==> src/rtl/dmem_lsu.sv <==
// dmem_lsu: load/store unit between the core data port and a word-wide data RAM.
// Byte/halfword/word loads are lane-selected and sign/zero extended, sub-word
// stores are done as read-modify-write, and misaligned or illegal accesses are
// answered with ACK+ERR without touching the RAM.
module dmem_lsu #(
  parameter int RAM_DATA = 32,
  parameter int RAM_ADD  = 10
) (
  input  logic                CLK,
  input  logic                RESET_N,
  input  logic                REQ,
  input  logic                WE,
  input  logic [2:0]          FUNCT3,
  input  logic [31:0]         ADDR,
  input  logic [31:0]         WDATA,
  output logic [31:0]         RDATA,
  output logic                ACK,
  output logic                ERR,
  output logic [RAM_ADD-1:0]  DIR_DMEM,
  output logic [RAM_DATA-1:0] DATA_WRITE_DMEM,
  input  logic [RAM_DATA-1:0] DATA_READ_DMEM,
  output logic                READ,
  output logic                WRITE
);

  typedef enum logic [2:0] {
    IDLE, RD_ISSUE, RD_CAPT, RMW_ISSUE, RMW_MERGE, WR, DONE
  } state_t;

  state_t              state_reg, state_next;
  logic [RAM_ADD+1:0]  addr_reg;
  logic [31:0]         wdata_reg;
  logic [2:0]          funct3_reg;
  logic                err_reg;
  logic [31:0]         rdata_reg;
  logic [RAM_DATA-1:0] wr_data_reg;

  logic                f3_legal;
  logic                req_err;
  logic [7:0]          rd_byte;
  logic [15:0]         rd_half;
  logic [31:0]         load_ext;
  logic [RAM_DATA-1:0] merged;

  // Address bits above the RAM range are deliberately dropped (address wraps).
  logic unused_addr_bits;
  assign unused_addr_bits = ^ADDR[31:RAM_ADD+2];

  // Request classification, evaluated on the live inputs in the accept cycle.
  assign f3_legal = (FUNCT3 == 3'b000) || (FUNCT3 == 3'b001) || (FUNCT3 == 3'b010) ||
                    (FUNCT3 == 3'b100) || (FUNCT3 == 3'b101);
  assign req_err  = !f3_legal ||
                    ((FUNCT3[1:0] == 2'b01) && ADDR[0]) ||
                    ((FUNCT3 == 3'b010) && (ADDR[1:0] != 2'b00)) ||
                    (WE && FUNCT3[2]);

  // Lane selection and extension of the word coming back from the RAM.
  always_comb begin
    case (addr_reg[1:0])
      2'b00:   rd_byte = DATA_READ_DMEM[7:0];
      2'b01:   rd_byte = DATA_READ_DMEM[15:8];
      2'b10:   rd_byte = DATA_READ_DMEM[23:16];
      default: rd_byte = DATA_READ_DMEM[31:24];
    endcase
    rd_half = addr_reg[1] ? DATA_READ_DMEM[31:16] : DATA_READ_DMEM[15:0];
    case (funct3_reg)
      3'b000:  load_ext = {{24{rd_byte[7]}}, rd_byte};
      3'b100:  load_ext = {24'b0, rd_byte};
      3'b001:  load_ext = {{16{rd_half[15]}}, rd_half};
      3'b101:  load_ext = {16'b0, rd_half};
      default: load_ext = DATA_READ_DMEM;
    endcase
  end

  // Sub-word store merge: replace only the addressed lane of the old word.
  always_comb begin
    merged = DATA_READ_DMEM;
    if (funct3_reg[1:0] == 2'b00) begin
      case (addr_reg[1:0])
        2'b00:   merged[7:0]   = wdata_reg[7:0];
        2'b01:   merged[15:8]  = wdata_reg[7:0];
        2'b10:   merged[23:16] = wdata_reg[7:0];
        default: merged[31:24] = wdata_reg[7:0];
      endcase
    end else if (addr_reg[1]) begin
      merged[31:16] = wdata_reg[15:0];
    end else begin
      merged[15:0] = wdata_reg[15:0];
    end
  end

  // State register.
  always_ff @(posedge CLK) begin
    if (!RESET_N) state_reg <= IDLE;
    else          state_reg <= state_next;
  end

  // Next-state logic; REQ is only looked at while idle.
  always_comb begin
    state_next = state_reg;
    case (state_reg)
      IDLE: begin
        if (REQ) begin
          if (req_err)                state_next = DONE;
          else if (!WE)               state_next = RD_ISSUE;
          else if (FUNCT3 == 3'b010)  state_next = WR;
          else                        state_next = RMW_ISSUE;
        end
      end
      RD_ISSUE:  state_next = RD_CAPT;
      RD_CAPT:   state_next = DONE;
      RMW_ISSUE: state_next = RMW_MERGE;
      RMW_MERGE: state_next = WR;
      WR:        state_next = DONE;
      DONE:      state_next = IDLE;
      default:   state_next = IDLE;
    endcase
  end

  // Decoded outputs; RAM strobes are forced low while reset is asserted.
  always_comb begin
    READ  = 1'b0;
    WRITE = 1'b0;
    ACK   = 1'b0;
    ERR   = 1'b0;
    case (state_reg)
      RD_ISSUE, RMW_ISSUE: READ  = RESET_N;
      WR:                  WRITE = RESET_N;
      DONE: begin
        ACK = 1'b1;
        ERR = err_reg;
      end
      default: ;
    endcase
  end

  // Request capture, load result and RAM write-data registers.
  always_ff @(posedge CLK) begin
    if (!RESET_N) begin
      addr_reg    <= '0;
      wdata_reg   <= '0;
      funct3_reg  <= '0;
      err_reg     <= 1'b0;
      rdata_reg   <= '0;
      wr_data_reg <= '0;
    end else begin
      if ((state_reg == IDLE) && REQ) begin
        addr_reg    <= ADDR[RAM_ADD+1:0];
        wdata_reg   <= WDATA;
        funct3_reg  <= FUNCT3;
        err_reg     <= req_err;
        wr_data_reg <= WDATA;
      end
      if (state_reg == RD_CAPT)   rdata_reg   <= load_ext;
      if (state_reg == RMW_MERGE) wr_data_reg <= merged;
    end
  end

  assign RDATA           = rdata_reg;
  assign DIR_DMEM        = addr_reg[RAM_ADD+1:2];
  assign DATA_WRITE_DMEM = wr_data_reg;

endmodule

==> config.mk <==
export PLATFORM = sky130hd
export DESIGN_NAME = dmem_lsu
export DESIGN_NICKNAME = d
export VERILOG_FILES = /design/src/rtl/dmem_lsu.sv
export SDC_FILE = /design/constraint.sdc
export NUM_CORES = 1
export LEC_CHECK = 0
export ABC_AREA = 1
export BUFFER_PORTS_ARGS = -buffer_cell sky130_fd_sc_hd__clkbuf_2
export CORE_MARGIN = 2
export CORE_UTILIZATION = 51
export CTS_CLUSTER_SIZE = 25
export DETAILED_ROUTE_END_ITERATION = 8
export PLACE_DENSITY = 0.8
export SYNTH_ARGS = -nofsm -noshare
export SYNTH_HDL_FRONTEND = slang
export SYNTH_SLANG_ARGS = --single-unit
export TNS_END_PERCENT = 50
==> constraint.sdc <==
create_clock -name CLK -period 1.88 [get_ports CLK]
set_input_delay 0.376 -clock CLK [delete_from_list [all_inputs] [get_ports CLK]]
set_output_delay 0.376 -clock CLK [all_outputs]
set_load 0.01 [all_outputs]
==> results of run 1 <==
## final timing paths
path                           start                  end  slack, ns  depth (start not counted)
setup / recovery        state_reg[2]                  ERR       0.18                          4
hold / removal               ADDR[5]          addr_reg[5]       0.22                          3
setup reg to reg        state_reg[1]  DATA_WRITE_DMEM[20]       0.19                          6
hold reg to reg   DATA_WRITE_DMEM[5]   DATA_WRITE_DMEM[5]       0.47                          2
## synth_stat cells (all sizes together)
| cell type | number | area [sq um] |
|---|---|---|
| nor3 | 3 | 26.3 |
| nor3b | 2 | 15.0 |
| a31oi | 9 | 56.3 |
| o21ai | 98 | 490 |
| a21oi | 73 | 365 |
| clkinv | 2 | 7.51 |
| o211ai | 24 | 180 |
| nand2 | 220 | 833 |
| nand3 | 76 | 390 |
| nand4 | 9 | 56.3 |
| nor4 | 1 | 6.26 |
| a211oi | 1 | 7.51 |
| buf | 44 | 269 |
| dfxtp | 99 | 1980 |
| or2 | 7 | 43.8 |
| a21o | 7 | 52.6 |
| nor2 | 91 | 373 |
| inv | 83 | 312 |
| clkbuf | 18 | 67.6 |
## through the flow
stage / cells / util / area (sq um)
floorplan: 867 / - / 5530
CTS: 1150 / 0.618 / 6610
detailed placement: 1134 / 0.599 / 6410
finish: 1150 / 0.618 / 6610
global placement: 1134 / 0.599 / 6410
global route: 1150 / 0.618 / 6610
## cell families (layout without fill, tap and decap cells)
logic type      after synthesis  count (layout)
flops                        99              99
simple gates                409             409
buf+inv                     147             290
compound gates              212             212
## placed cells by master, fill, tap and decap left out, drive strengths merged
master  Yosys  layout
clkinv      2       5
o211ai     24      24
o21ai      98      98
nor4        1       1
inv        83      84
buf        44      29
a211oi      1       1
nor2       91      91
nand2     220     220
dfxtp      99      99
clkbuf     18     171
bufinv      0       1
a21o        7       7
a31oi       9       9
nand3      76      76
or2         7       7
nor3        3       3
nand4       9       9
nor3b       2       2
a21oi      73      73
## cell type report
cell class | count | share of cell area
Multi-Input combinational cell | 621 | 0.439
Sequential cell | 99 | 0.300
Timing Repair Buffer | 189 | 0.156
Inverter | 85 | 0.0483
Tap cell | 140 | 0.0265
Clock buffer | 11 | 0.0214
Clock inverter | 5 | 0.00927
## report_power, final
group | total, uW | switching [uW] | leakage, uW | internal, uW
registers | 2910 | 320 | 0.000815 | 2590
logic | 3600 | 2290 | 0.00238 | 1310
clock network | 1440 | 783 | 0.000104 | 661
total | 7950 | 3390 | 0.00330 | 4560
## routing by layer
layer | GRT usage | vias up | share of wire
met3 | 0.0434 | 39 | 0.073
met4 | 0.101 | 0 | 0.024
met1 | 0.403 | 2765 | 0.44
li1 | - | 3107 | -
met2 | 0.488 | 253 | 0.46
met5 | 0 | - | 0
## worst max-delay path, cell delays in order, from the launching register on
cell and delay, ns:
dfxtp_1 0.35, buf_4 0.16, nand2_1 0.09, nor3b_1 0.19
clkbuf_2 0.16
==> qor.yml, run 1 <==
finish:
  num-fill-cells: 1091
  final-seq-area_sq_um: 1980
  drive_gt1_frac: 0.227
  multi_input_area_sq_um: 2900
  fin_nets: 1108
  area_growth_pct: 19.5
  diodes: 0
die:
  coreArea_sq_um: 10700
  dieArea_sq_um: 11700
  die_h_um: 108
  die_w_um: 108
  ios: 181
  start_util: 0.517
  row_count: 38
sta:
  final.setup_skew_ns: 0.0113
  setup_slack_ns: 0.184
  setup_viol: 0
  hold_violations: 0
  slew_violations: 0
  tns_ns: 0
  period_needed_ns: 1.70
  fmax_mhz: 589
  max-slew-margin-rel: 0.718
  worst_pin_slew_ns: 0.423
  period_share: 0.902
  timing.hold.ws_ns: 0.225
  rsz0062_at_grt: "false"
grt:
  overflow: 0
  grt_pass1_vias: 5555
  grt_antenna_before_repair: 0
  grt_use_total: 0.298
  grt_pass1_wl_um: 27400
  grt_max_degree: 38
route:
  route.detailed.drc: 0
  ant_nets: 0
  first_iter_violations: 500
  wl_um: 17300
  via_per_inst: 5.36
  wl_per_cell_um: 15.1
  num_vias: 6164
  firstDrtPassIters: 6
clocking:
  cts.sinks: 99
  clkLatencyLatePin_ns: 0.37
  cts_resized: 0
  cts_buffers: 9
  cts_root_buffer: "clkbuf_8"
  h-tree-depth: 3
  post-cts-setup-buffers: 0
  tritoncts: "built"
  clkSlewWorstSetupHoldPaths_ns: 0.10
  cts_buffer_depth: 2
  cts_hold_buf: 0
synthesis:
  yosys.area_share.simple: 0.315
  yosysUniqueCellTypes: 30
  synth_seq_cells: 99
  synthMuxAreaShare: 0
  yosys_warnings: 0
  synth_top_family_by_area: "simple AND/OR/NAND/NOR gates"
  syn_nets: 970
  synthAdderAreaFrac: 0
  netlist_area_sq_um: 5530
  synth_area_per_cell_sq_um: 6.38
  synth_seq_area_share: 0.358
  synthXorXnorAreaFrac: 0
  synth_compound_area_frac: 0.208
  synthCells: 867
setup_path:
  arrival_ns: 1.32
  end_kind: "output pin"
  crit_type: "flop to output pin"
  setup.worst_path.start_class: "flop"
  path_max_fanout: 6
  cp.required_ns: 1.50
placed_design:
  hpwl_um: 13200
  gp_congestion: 0.930
  post-place-ws_ns: 0.238
  portBuffers: 160
pwr:
  peakVddDrop_mv: 0.564
  powerDensity_nw_per_um2: 1200
  power.total_uw: 7950
  leakagePower_uw: 0.00330
job:
  drv_cap: 0
outcome:
  run_status: "finished, final reports clean"
hold_path:
  min_path_type: "input port to flop"
No activity file was read; power rests on OpenSTA's default activity.
==> run 2: changes to the inputs <==
--- a/config.mk
+++ b/config.mk
@@ -6,12 +6,12 @@
 export NUM_CORES = 1
 export LEC_CHECK = 0
 export ABC_AREA = 1
-export BUFFER_PORTS_ARGS = -buffer_cell sky130_fd_sc_hd__clkbuf_2
+export BUFFER_PORTS_ARGS = -buffer_cell sky130_fd_sc_hd__buf_2
 export CORE_MARGIN = 2
-export CORE_UTILIZATION = 51
+export CORE_UTILIZATION = 55
 export CTS_CLUSTER_SIZE = 25
 export DETAILED_ROUTE_END_ITERATION = 8
-export PLACE_DENSITY = 0.8
+export PLACE_DENSITY = 0.86
 export SYNTH_ARGS = -nofsm -noshare
 export SYNTH_HDL_FRONTEND = slang
 export SYNTH_SLANG_ARGS = --single-unit
==> constraint.sdc (replaced) <==
create_clock -name CLK -period 2 [get_ports CLK]
set_input_delay 0.4 -clock CLK [delete_from_list [all_inputs] [get_ports CLK]]
set_output_delay 0.4 -clock CLK [all_outputs]
set_load 0.01 [all_outputs]
==> run 2 against run 1 <==
Against the previous run:
- setup slack gained 0.051 ns
- critical path depth down 1
- largest cell class unchanged
- core utilization rose by 5.4 points
- total power is 6.8% lower
- sequential power fell by 6%
- clock power is 9% lower
- routed wire length down 1.5%
- combinational power down 6.4%
- highest routed layer unchanged
==> qor.yml, run 2 (same netlist as run 1, synthesis figures left out) <==
clocking:
  tritoncts: "built"
  cts_buffers: 9
  clkSlewWorstSetupHoldPaths_ns: 0.10
  cts.sinks: 99
  h-tree-depth: 3
  cts_root_buffer: "clkbuf_8"
  clkLatencyLatePin_ns: 0.37
  cts_buffer_depth: 2
  cts_hold_buf: 0
sta:
  rsz0062_at_grt: "false"
  final.setup_skew_ns: 0.0130
  slew_violations: 0
  fmax_mhz: 567
  max-slew-margin-rel: 0.622
  worst_pin_slew_ns: 0.566
  period_share: 0.882
  period_needed_ns: 1.76
  hold_violations: 0
  tns_ns: 0
  setup_viol: 0
finish:
  fin_nets: 1099
  final_cells: 1134
  final_util: 0.672
  multi_input_area_sq_um: 2900
  final-seq-area_sq_um: 1980
  area_growth_pct: 18.7
  num-fill-cells: 948
  layout_common_cells: "nand2_1, buf_2, dfxtp_1"
  final_common_cell: "nand2_1"
  drive_gt1_frac: 0.219
die:
  start_util: 0.566
  die_w_um: 104
  row_count: 36
  dieArea_sq_um: 10900
  ios: 181
  coreArea_sq_um: 9770
  die_h_um: 104
route:
  wl_per_cell_um: 15.1
  first_iter_violations: 595
  wl_um: 17100
  ant_nets: 0
  route.detailed.drc: 0
  firstDrtPassIters: 5
  via_per_inst: 5.51
  num_vias: 6248
setup_path:
  path_cells: "inv_2 > nor4_1 > buf_2"
  max_stage_delay_ns: 0.44
  arrival_ns: 1.36
  setup.worst_path.start_class: "flop"
  worst-path-buf-inv: 2
  crit_path_top_delay_cell: "dfxtp_2"
  end_kind: "output pin"
  critical-path-top-delay-family: "flip-flops"
  cp.required_ns: 1.60
  path_max_fanout: 7
  crit_type: "flop to output pin"
pwr:
  powerDensity_nw_per_um2: 1130
  power.internal_uw: 4290
  leakagePower_uw: 0.00329
  peakVddDrop_mv: 0.501
  swShare: 0.421
  power.total_uw: 7410
  p_sw_uw: 3120
  power_frac_clock: 0.177
  comb_power_share: 0.455
  seq_power_share: 0.368
grt:
  overflow: 0
  grt_pass1_wl_um: 27900
  grt_use_total: 0.316
  grt_antenna_before_repair: 1
  grt_pass1_vias: 5718
  grt_max_degree: 42
hold_path:
  min_path_type: "input port to flop"
placed_design:
  dpl.cell_count: 1118
  gp_congestion: 0.949
  portBuffers: 160
  hpwl_um: 12700
outcome:
  run_status: "finished, final reports clean"
job:
  drv_cap: 0
-- run 2: changes by cell type in the layout (fill, tap and decap cells not counted), sizes merged --
cell / before / now
clkinv: 5 / 3
buf: 29 / 180
clkbuf: 171 / 13
diode: 0 / 1
inv: 84 / 83
-- run 2: area by class of cell --
class | count | share of cell area
tap | 133 | 0.0253
inverter | 85 | 0.0486
antenna | 1 | 0.000381
clock buffer | 13 | 0.0242
sequential | 99 | 0.302
multi-input combinational | 621 | 0.442
timing repair buffer | 180 | 0.152
clock inverter | 2 | 0.00533
-- run 2: repair_timing --
action                                  4_1_cts  5_1_grt
setup buffers                                 0        0
gates resized for setup                       0        1
endpoints found under the setup margin        0        1
-- run 2: per-stage QoR --
stage	hold slack, ns	setup slack [ns]	area (sq um)
6_report	0.251	0.235	6570
5_1_grt	0.252	0.0910	6570
4_1_cts	0.246	0.106	6560
3_5_place_dp	0.456	0.333	6370
3_3_place_gp	0.452	0.368	6370
2_1_floorplan	0.454	0.604	5530
-- run 2: worst paths after layout --
| check | start | to | slack [ns] | cells after the start |
|---|---|---|---|---|
| min | ADDR[9] | addr_reg[9] | 0.25 | 3 |
| max reg2reg | addr_reg[1] | RDATA[17] | 0.28 | 7 |
| max | state_reg[2] | WRITE | 0.24 | 3 |
| min reg2reg | DATA_WRITE_DMEM[6] | DATA_WRITE_DMEM[6] | 0.46 | 2 |
-- run 2: worst reg2reg max path, delay by kind of cell (launching register included) --
kind	cells	cell delay, ns
AND/OR/NAND/NOR	3	0.40
flip-flops	1	0.54
buffers and inverters	2	0.35
AO/OA/AOI/OAI	2	0.32
-- run 2: power groups by stage --
| stage | logic (uW) | registers [uW] | clock network, uW |
|---|---|---|---|
| after detailed placement | 3330 | 2760 | 0 |
| final | 3370 | 2730 | 1310 |
| after floorplan | 2200 | 2860 | 0 |
| after global routing | 3760 | 2790 | 1410 |
| after CTS | 3350 | 2720 | 1320 |
| after global placement | 3270 | 2750 | 0 |
-- run 2: routing by layer --
| layer | wire length (um) | track usage | up-vias |
|---|---|---|---|
| met4 | 523 | 0.138 | 0 |
| li1 | - | - | 3086 |
| met3 | 1310 | 0.0401 | 41 |
| met2 | 8020 | 0.516 | 271 |
| met5 | 0 | 0 | - |
| met1 | 7220 | 0.419 | 2850 |
